$ cat src/rtl/sensors_height_filter.sv
// sensors_height_filter
//   Averages N_PAIRS pairs of opposing distance sensors into one rounded
//   height per accepted sample. A pair is excluded when either lane reads
//   zero or has a latched fault. A lane that reads zero for FAULT_LIMIT
//   consecutive samples latches a sticky fault flag.
//   Fixed latency: N_PAIRS accumulate cycles plus SUMW divide cycles.
//
// Ports
//   clk, rst_n   rising-edge clock, asynchronous active-low reset
//   sensors      packed lanes, lane i at [i*WIDTH +: WIDTH]
//   in_valid     sample present       in_ready   accepting (IDLE only)
//   fault_clr    sync clear of lane faults and zero counters
//   height       rounded average      pairs_used pairs in the average
//   out_valid    result valid         out_ready  consumer accepts result
//   lane_fault   sticky per-lane fault flags
module sensors_height_filter #(
  parameter int WIDTH       = 8,
  parameter int N_PAIRS     = 2,
  parameter int FAULT_LIMIT = 3
) (
  input  logic                           clk,
  input  logic                           rst_n,
  input  logic [2*N_PAIRS*WIDTH-1:0]     sensors,
  input  logic                           in_valid,
  output logic                           in_ready,
  input  logic                           fault_clr,
  output logic [WIDTH-1:0]               height,
  output logic [$clog2(N_PAIRS+1)-1:0]   pairs_used,
  output logic                           out_valid,
  input  logic                           out_ready,
  output logic [2*N_PAIRS-1:0]           lane_fault
);

  localparam int LANES = 2 * N_PAIRS;
  localparam int SUMW  = WIDTH + $clog2(2 * N_PAIRS);
  localparam int PW    = $clog2(N_PAIRS + 1);
  localparam int CMAX  = (SUMW > N_PAIRS) ? SUMW : N_PAIRS;
  localparam int CW    = $clog2(CMAX + 1);
  localparam logic [3:0] FL = 4'(FAULT_LIMIT);

  typedef enum logic [1:0] {IDLE, ACCUM, DIVIDE, DONE} state_t;

  state_t                   state, state_nxt;
  logic [LANES*WIDTH-1:0]   snap;
  logic [N_PAIRS-1:0]       qual, qual_nxt;
  logic [SUMW-1:0]          sum, sum_n, dvd;
  logic [PW-1:0]            k, k_n;
  logic [SUMW-1:0]          rem, rem_n;
  logic [WIDTH-1:0]         quo, quo_n;
  logic [CW-1:0]            cnt;
  logic [LANES-1:0][3:0]    zcnt, zcnt_nxt;
  logic [LANES-1:0]         fault_nxt;
  logic                     accept, accum_last, div_last, qbit;
  logic [SUMW:0]            shifted, dsor;

  assign in_ready   = (state == IDLE);
  assign out_valid  = (state == DONE);
  assign accept     = in_valid && (state == IDLE);
  assign accum_last = (cnt == CW'(N_PAIRS - 1));
  assign div_last   = (cnt == CW'(SUMW - 1));

  // Zero counters / faults: a coincident clear is applied before the
  // sample's own update. Pair qualification is captured at accept so a
  // later fault_clr cannot alter an in-flight sample.
  always_comb begin
    zcnt_nxt  = zcnt;
    fault_nxt = lane_fault;
    qual_nxt  = '0;
    if (fault_clr) begin
      zcnt_nxt  = '0;
      fault_nxt = '0;
    end
    if (accept) begin
      for (int unsigned i = 0; i < LANES; i++) begin
        if (sensors[i*WIDTH +: WIDTH] == '0) begin
          if (zcnt_nxt[i] != FL) zcnt_nxt[i] = zcnt_nxt[i] + 4'd1;
        end else begin
          zcnt_nxt[i] = '0;
        end
        if (zcnt_nxt[i] == FL) fault_nxt[i] = 1'b1;
      end
      for (int unsigned p = 0; p < N_PAIRS; p++) begin
        qual_nxt[p] = (sensors[(2*p)*WIDTH +: WIDTH] != '0) &&
                      (sensors[(2*p+1)*WIDTH +: WIDTH] != '0) &&
                      !fault_nxt[2*p] && !fault_nxt[2*p+1];
      end
    end
  end

  // Accumulate always consumes the lowest pair of the snapshot; the
  // snapshot and qualify mask are shifted down one pair per cycle.
  always_comb begin
    sum_n = sum;
    k_n   = k;
    if (qual[0]) begin
      sum_n = sum + SUMW'(snap[WIDTH-1:0]) + SUMW'(snap[2*WIDTH-1:WIDTH]);
      k_n   = k + PW'(1);
    end
  end

  // Restoring divider step; divisor is 2k.
  always_comb begin
    dsor    = (SUMW+1)'({k, 1'b0});
    shifted = {rem, dvd[SUMW-1]};
    qbit    = (shifted >= dsor);
    rem_n   = qbit ? SUMW'(shifted - dsor) : SUMW'(shifted);
    quo_n   = WIDTH'({quo, qbit});
  end

  always_comb begin
    state_nxt = state;
    case (state)
      IDLE:    if (accept) state_nxt = ACCUM;
      ACCUM:   if (accum_last) state_nxt = DIVIDE;
      DIVIDE:  if (div_last) state_nxt = DONE;
      DONE:    if (out_ready) state_nxt = IDLE;
      default: state_nxt = IDLE;
    endcase
  end

  always_ff @(posedge clk or negedge rst_n) begin
    if (!rst_n) begin
      state      <= IDLE;
      snap       <= '0;
      qual       <= '0;
      sum        <= '0;
      k          <= '0;
      dvd        <= '0;
      rem        <= '0;
      quo        <= '0;
      cnt        <= '0;
      zcnt       <= '0;
      lane_fault <= '0;
      height     <= '0;
      pairs_used <= '0;
    end else begin
      state      <= state_nxt;
      zcnt       <= zcnt_nxt;
      lane_fault <= fault_nxt;
      case (state)
        IDLE: begin
          if (accept) begin
            snap <= sensors;
            qual <= qual_nxt;
            sum  <= '0;
            k    <= '0;
            cnt  <= '0;
          end
        end
        ACCUM: begin
          snap <= snap >> (2 * WIDTH);
          qual <= qual >> 1;
          sum  <= sum_n;
          k    <= k_n;
          if (accum_last) begin
            cnt <= '0;
            dvd <= sum_n + SUMW'(k_n);
            rem <= '0;
            quo <= '0;
          end else begin
            cnt <= cnt + CW'(1);
          end
        end
        DIVIDE: begin
          dvd <= dvd << 1;
          rem <= rem_n;
          quo <= quo_n;
          cnt <= cnt + CW'(1);
          if (div_last) begin
            height     <= (k == '0) ? '0 : quo_n;
            pairs_used <= k;
          end
        end
        default: ;
      endcase
    end
  end

endmodule

$ cat config.mk
export PLATFORM = sky130hd
export DESIGN_NAME = sensors_height_filter
export DESIGN_NICKNAME = d
export VERILOG_FILES = /design/src/rtl/sensors_height_filter.sv
export SDC_FILE = /design/constraint.sdc
export NUM_CORES = 1
export LEC_CHECK = 0
export ABC_AREA = 0
export BUFFER_PORTS_ARGS = -buffer_cell sky130_fd_sc_hd__buf_2
export CAP_MARGIN = 20
export CORE_MARGIN = 4
export CORE_UTILIZATION = 35
export DETAILED_ROUTE_END_ITERATION = 8
export GPL_ROUTABILITY_DRIVEN = 1
export PLACE_DENSITY = 0.53
export SLEW_MARGIN = 20
export SYNTH_ARGS = -nofsm -noshare
export SYNTH_HDL_FRONTEND = slang
export SYNTH_SLANG_ARGS = --single-unit
export TNS_END_PERCENT = 30
$ cat constraint.sdc
create_clock -name clk -period 5.2 [get_ports clk]
set_clock_uncertainty 0.2 [all_clocks]
set_input_delay 0.52 -clock clk [delete_from_list [all_inputs] [get_ports clk]]
set_output_delay 0.52 -clock clk [all_outputs]
set_load 0.01 [all_outputs]
# Yosys cells after proc, flatten, opt, wreduce, memory -nomap -nowiden
# Index checks and enable logic that the tools add are counted.
[op_classes]
n_mux = 50
n_addsub = 10
magnitude_cmp = 1
shift = 0
multipliers = 0
reduce_logical = 29
div_mod_pow = 0
n_bitwise = 0
eq_ne = 17
[op_table]
columns = ["operator", "n"]
rows = [
  ["$mux W4", 16],
  ["$pmux W32 S2", 1],
  ["$pmux W10 S2", 3],
  ["$mux W10", 5],
  ["$logic_not A8 Y1", 4],
  ["$mux W16", 2],
  ["$mux W32", 1],
  ["$reduce_bool A8 Y1", 4],
  ["$add A10 B8 Y10", 2],
  ["$add A4 B1 Y4 const B", 5],
  ["$eq A4 B2 Y1 const B", 4],
  ["$ne A4 B2 Y1 const B", 4],
  ["$mux W2", 7],
  ["$pmux W7 S2", 1],
  ["$pmux W4 S3", 1],
  ["$ge A11 B3 Y1", 1],
  ["$add A10 B2 Y10", 1],
  ["$sub A10 B3 Y10", 1],
  ["$mux W1", 8],
  ["$mux W8", 1],
  ["$pmux W2 S2", 2],
  ["$pmux W2 S4", 1],
  ["$reduce_and A2 Y1", 4],
  ["$logic_and A1 B1 Y1", 7],
  ["13 further kinds", 21],
]
[totals]
mem_count = 0
output_inout_bits = 16
ff_bits = 109
romBits = 0
latchBits = 0
in_bits = 37
mem_bits_rw = 0

# Logic depth before layout (Yosys ltp)
[depth]
ltp_word = 13
ltp_mapped = 13
mapped_depth_nobuf = 13

# Worst setup path after synthesis
# No wires, ideal clock.
[synth_timing]
kind = "register to register"
startpoint = "reg snap[1]"
endpoint = "reg dvd[8]"
arrival_ps = 2948
setup_slack_ps = 1910
setup_time_ps = 142
required_time_ps = 4858
path_stages_with_launch = 13
path_cell_list = "dfrtp_1 -> inv_1 -> fa_1 -> inv_1 -> ha_1 -> fa_1 -> a21o_2 -> a2111oi_4 -> xnor2_1 -> mux2i_4 -> nor3b_1 -> xor2_1 -> o221ai_1"
[synth_via]
elab_chain_cells = 6
[synth_lines]
columns = ["element", "line", "source"]
rows = [
  ["start, declared", "44", "logic [LANES*WIDTH-1:0] snap;"],
  ["start signal, assigned", "143", "snap <= sensors;"],
  ["start signal, assigned", "151", "snap <= snap >> (2 * WIDTH);"],
  ["$add A10 B8 Y10 (2 in series)", "96", "sum_n = sum + SUMW'(snap[WIDTH-1:0]) + SUMW'(snap[2*WIDTH-1:WIDTH]);"],
  ["$mux W10", "95", "if (qual[0]) begin"],
  ["$add A10 B2 Y10", "157", "dvd <= sum_n + SUMW'(k_n);"],
  ["$mux W10", "155", "if (accum_last) begin"],
  ["$pmux W10 S2", "140", "case (state)"],
  ["end signal, assigned", "157", ""],
  ["end signal, assigned", "165", "dvd <= dvd << 1;"],
  ["end, declared", "46", "logic [SUMW-1:0] sum, sum_n, dvd;"],
]
# No other way between the ends. The select of a mux whose other input is x is not followed.
# A chain may end at the register's enable or synchronous reset.

# Worst setup path after layout
# Same ends and word-level chain as after synthesis.

==> flow_metrics.py <==
metrics = {
    "placement": {
        "port_buffers": 52,
        "dpl.hpwl_um": 9700,
        "gp_congestion": 0.804,
        "dp_cells": 889,
    },
    "power_and_ir_drop": {
        "power_switching_mw": 1.92,
        "p_per_area_nw_per_um2": 643,
        "power_leakage_nw": 3.11,
        "p_seq_share_pct": 30.3,
        "p_int_mw": 2.49,
        "p_clk_share_pct": 14.5,
        "ir_drop_uv": 244,
        "swShare_pct": 43.5,
        "p_comb_share_pct": 55.2,
    },
    "clocking": {
        "cts_root_buffer": "clkbuf_16",
        "cts_made_buffers": 9,
        "cts_buffer_depth": 2,
        "clk_pin_slew_ps": 70,
        "cts_tree": "yes",
        "htree_levels": 3,
        "cts_hold_buf": 0,
        "clock-sinks": 109,
        "clk_latency_ps": 360,
        "cts.repair.resized": 0,
        "post_cts_buffers": 0,
    },
    "sta": {
        "relSlewSlack_pct": 33.2,
        "hold_ws_ps": -0.391,
        "fin_setup_tns_ps": 0,
        "hold_violations": 1,
        "max_freq_ghz": 0.283,
        "slew_violations": 0,
        "tightest_slew_ps": 998,
        "setup_viol": 0,
        "post-route-period-util_pct": 68.0,
        "period_minus_slack_ps": 3540,
        "rsz0062_at_grt": "false",
    },
    "cells_and_area": {
        "nets": 747,
        "area_growth_pct": 12.1,
        "antenna_cells": 0,
        "num-fill-cells": 1695,
        "final_layout_size_suffix_gt1_share_pct": 14.3,
        "fin_cells": 904,
    },
    "die": {
        "fp.dieH_um": 140,
        "start_util_pct": 35.5,
        "core_area_um2": 17200,
        "die_x_um": 140,
        "std_cell_rows": 48,
        "dieArea_um2": 19700,
        "ioPinCount": 53,
    },
    "global_routing": {
        "globalRouteMet3Util_pct": 3.79,
        "gr-max-usage-layer": "met2",
        "grt_usage_pct": 14.0,
        "antenna_found_initial": 0,
        "grt_start_max_net_pins": 80,
        "grt_pass1_vias": 4647,
        "grt_pass1_wl_um": 22700,
        "grt_remaining_overflow": 0,
        "use_met1_pct": 18.5,
        "grt_use_met2_pct": 23.1,
    },
    "critical_path": {
        "cp.required_ps": 5230,
        "r2r_end": "dvd[8]",
        "worstPathMaxFanout": 4,
        "setup.worst_path.end_class": "register",
        "worstReg2RegStart": "snap[1]",
        "r2r_slack_ps": 1660,
        "reg2regPathDepth": 12,
        "cp.arrival_ps": 3560,
        "crit_path_start_kind": "register",
        "crit_path_end": "dvd[8]",
        "timing.critical_path.from": "snap[1]",
        "worst-setup-path-type": "reg -> reg",
    },
    "yosys": {
        "netlist_instances": 633,
        "ys.flop_type": "dfrtp_1",
        "syn_nets": 705,
        "synthArstFlopShare_pct": 100,
        "syn_area_um2": 6130,
        "yosysWarnings": 0,
        "avgSynthCellArea_um2": 9.68,
        "synth-edff-count": 0,
        "synth-seq-cells": 109,
        "synth_cell_types": 56,
        "yosysSeqAreaShare_pct": 44.5,
    },
    "routing": {
        "routed_wl_um": 13300,
        "drt_iter0_drc": 137,
        "drtAntennaViolNets": 0,
        "dr_total_vias": 4597,
        "dr.pass1.iters": 4,
        "route.detailed.drc": 0,
        "vias_per_cell": 5.09,
        "wl_per_cell_um": 14.7,
    },
    "run_status": {
        "status": "complete, but fails checks",
        "violations": "hold timing",
    },
    "job": {
        "cap_violations": 0,
    },
    "hold_path": {
        "hp-class": "in -> async",
    },
}
## power groups by stage
stage	logic, mW	registers (mW)	clock network [mW]
global route	2.78	1.38	0.695
finish	2.44	1.34	0.639
global placement	2.40	1.35	0
floorplan	1.99	1.29	0
CTS	2.46	1.34	0.667
detailed placement	2.45	1.35	0
## worst min-delay path by stage
stage	from	end	slack, ps	depth (start not counted)
5_1_grt	rst_n	height[6]	70	1
3_3_place_gp	height[2]	height[2]	260	2
3_5_place_dp	height[7]	height[7]	270	2
2_1_floorplan	rst_n	cnt[0]	20	0
6_report	rst_n	height[6]	-0.4	1
4_1_cts	rst_n	height[6]	170	1
## state kept, by name (all words and copies together) (netlist names)
| name | flops |
|---|---|
| state | 2 |
| zcnt | 16 |
| qual | 2 |
| height | 8 |
| cnt | 4 |
| snap | 32 |
| dvd | 10 |
| pairs_used | 2 |
| rem | 10 |
| sum | 10 |
| lane_fault | 4 |
| k | 2 |
| quo | 7 |
## routing by layer
metal | routed length (µm) | part of all wire, % | vias to the layer above
li1 | - | - | 2325
met1 | 6460 | 49 | 2196
met2 | 6170 | 46 | 65
met3 | 518 | 3.9 | 11
met4 | 144 | 1.1 | 0
met5 | 0 | 0 | -
## cell usage in the layout, fill, tap and decap left out, types with 3 or more instances in the layout
cell type  Yosys  routed
o21ai_0       77      77
o221ai_1       4       4
nand4_1        3       3
mux2_2         5       5
mux2i_1       22      20
inv_1         31      31
ha_1          24      24
and3_1         3       3
xnor2_1       16      16
nor4_1        10      10
fa_1          11      11
a21oi_1       28      28
clkbuf_16      0       9
a22o_1        30      30
and2_1         3       3
nand3_1       10      10
nand2b_1      11      11
buf_4          0       4
nand2_1       88      88
dfrtp_1      109     109
nor3_1        11      11
nor2b_1       18      18
clkinv_2       0       3
buf_2          0      51
or4_1          5       5
a211oi_1       4       4
a31o_2         3       3
o22ai_1        5       5
nor2_1        36      36
xor2_1         7       7
## cells by family (layout without fill, tap and decap cells)
group,Yosys count,after routing,synth area share (%)
buf+inv,56,102,3.84
simple gates,213,213,16.9
mux,28,28,4.88
flops,109,109,44.5
compound gates,169,169,18.1
fa+ha+maj,35,35,8.50
xor+xnor,23,23,3.29
## through the flow
step	utilization, %	total power [mW]	setup slack (ps)	area [µm²]
6_report	39.8	4.41	1660	6870
5_1_grt	39.8	4.85	1460	6870
4_1_cts	39.8	4.47	1670	6860
3_5_place_dp	38.3	3.80	1670	6600
3_3_place_gp	38.3	3.75	1730	6600
2_1_floorplan	-	3.28	1910	6130
## critical path: stages, from the launching register on
cell and delay, ps:
dfrtp_1 350, inv_1 60, fa_1 520, inv_1 40, ha_1 230, fa_1 440, a211oi_1 260, o21ai_1 160
a2111oi_4 400, o32ai_2 180, nor3b_1 260, xor2_1 200, o221ai_1 130
## synth_stat cells, types with 7 or more instances
cell type  instances  area, µm²
a21oi_1           28        140
nor2_1            36        135
xnor2_1           16        140
dfrtp_1          109       2730
a22o_1            30        263
inv_1             31        116
nor3_1            11       55.1
o21ai_0           77        385
mux2i_1           22        220
nand2b_1          11       68.8
nor4_1            10       62.6
nor2b_1           18        113
nand2_1           88        330
clkbuf_1          18       67.6
ha_1              24        300
fa_1              11        220
xor2_1             7       61.3
nand3_1           10       50.1
## final cells by class
cell class | instances | area [µm²] | area share, %
multi-input cells | 468 | 3180 | 46.3
flip-flops and latches | 109 | 2730 | 39.7
repair buffers | 56 | 297 | 4.32
well taps | 225 | 282 | 4.10
clock buffers | 9 | 225 | 3.28
inverters | 31 | 116 | 1.69
clock inverters | 6 | 40.0 | 0.583
(Power assumes the default switching activity.)
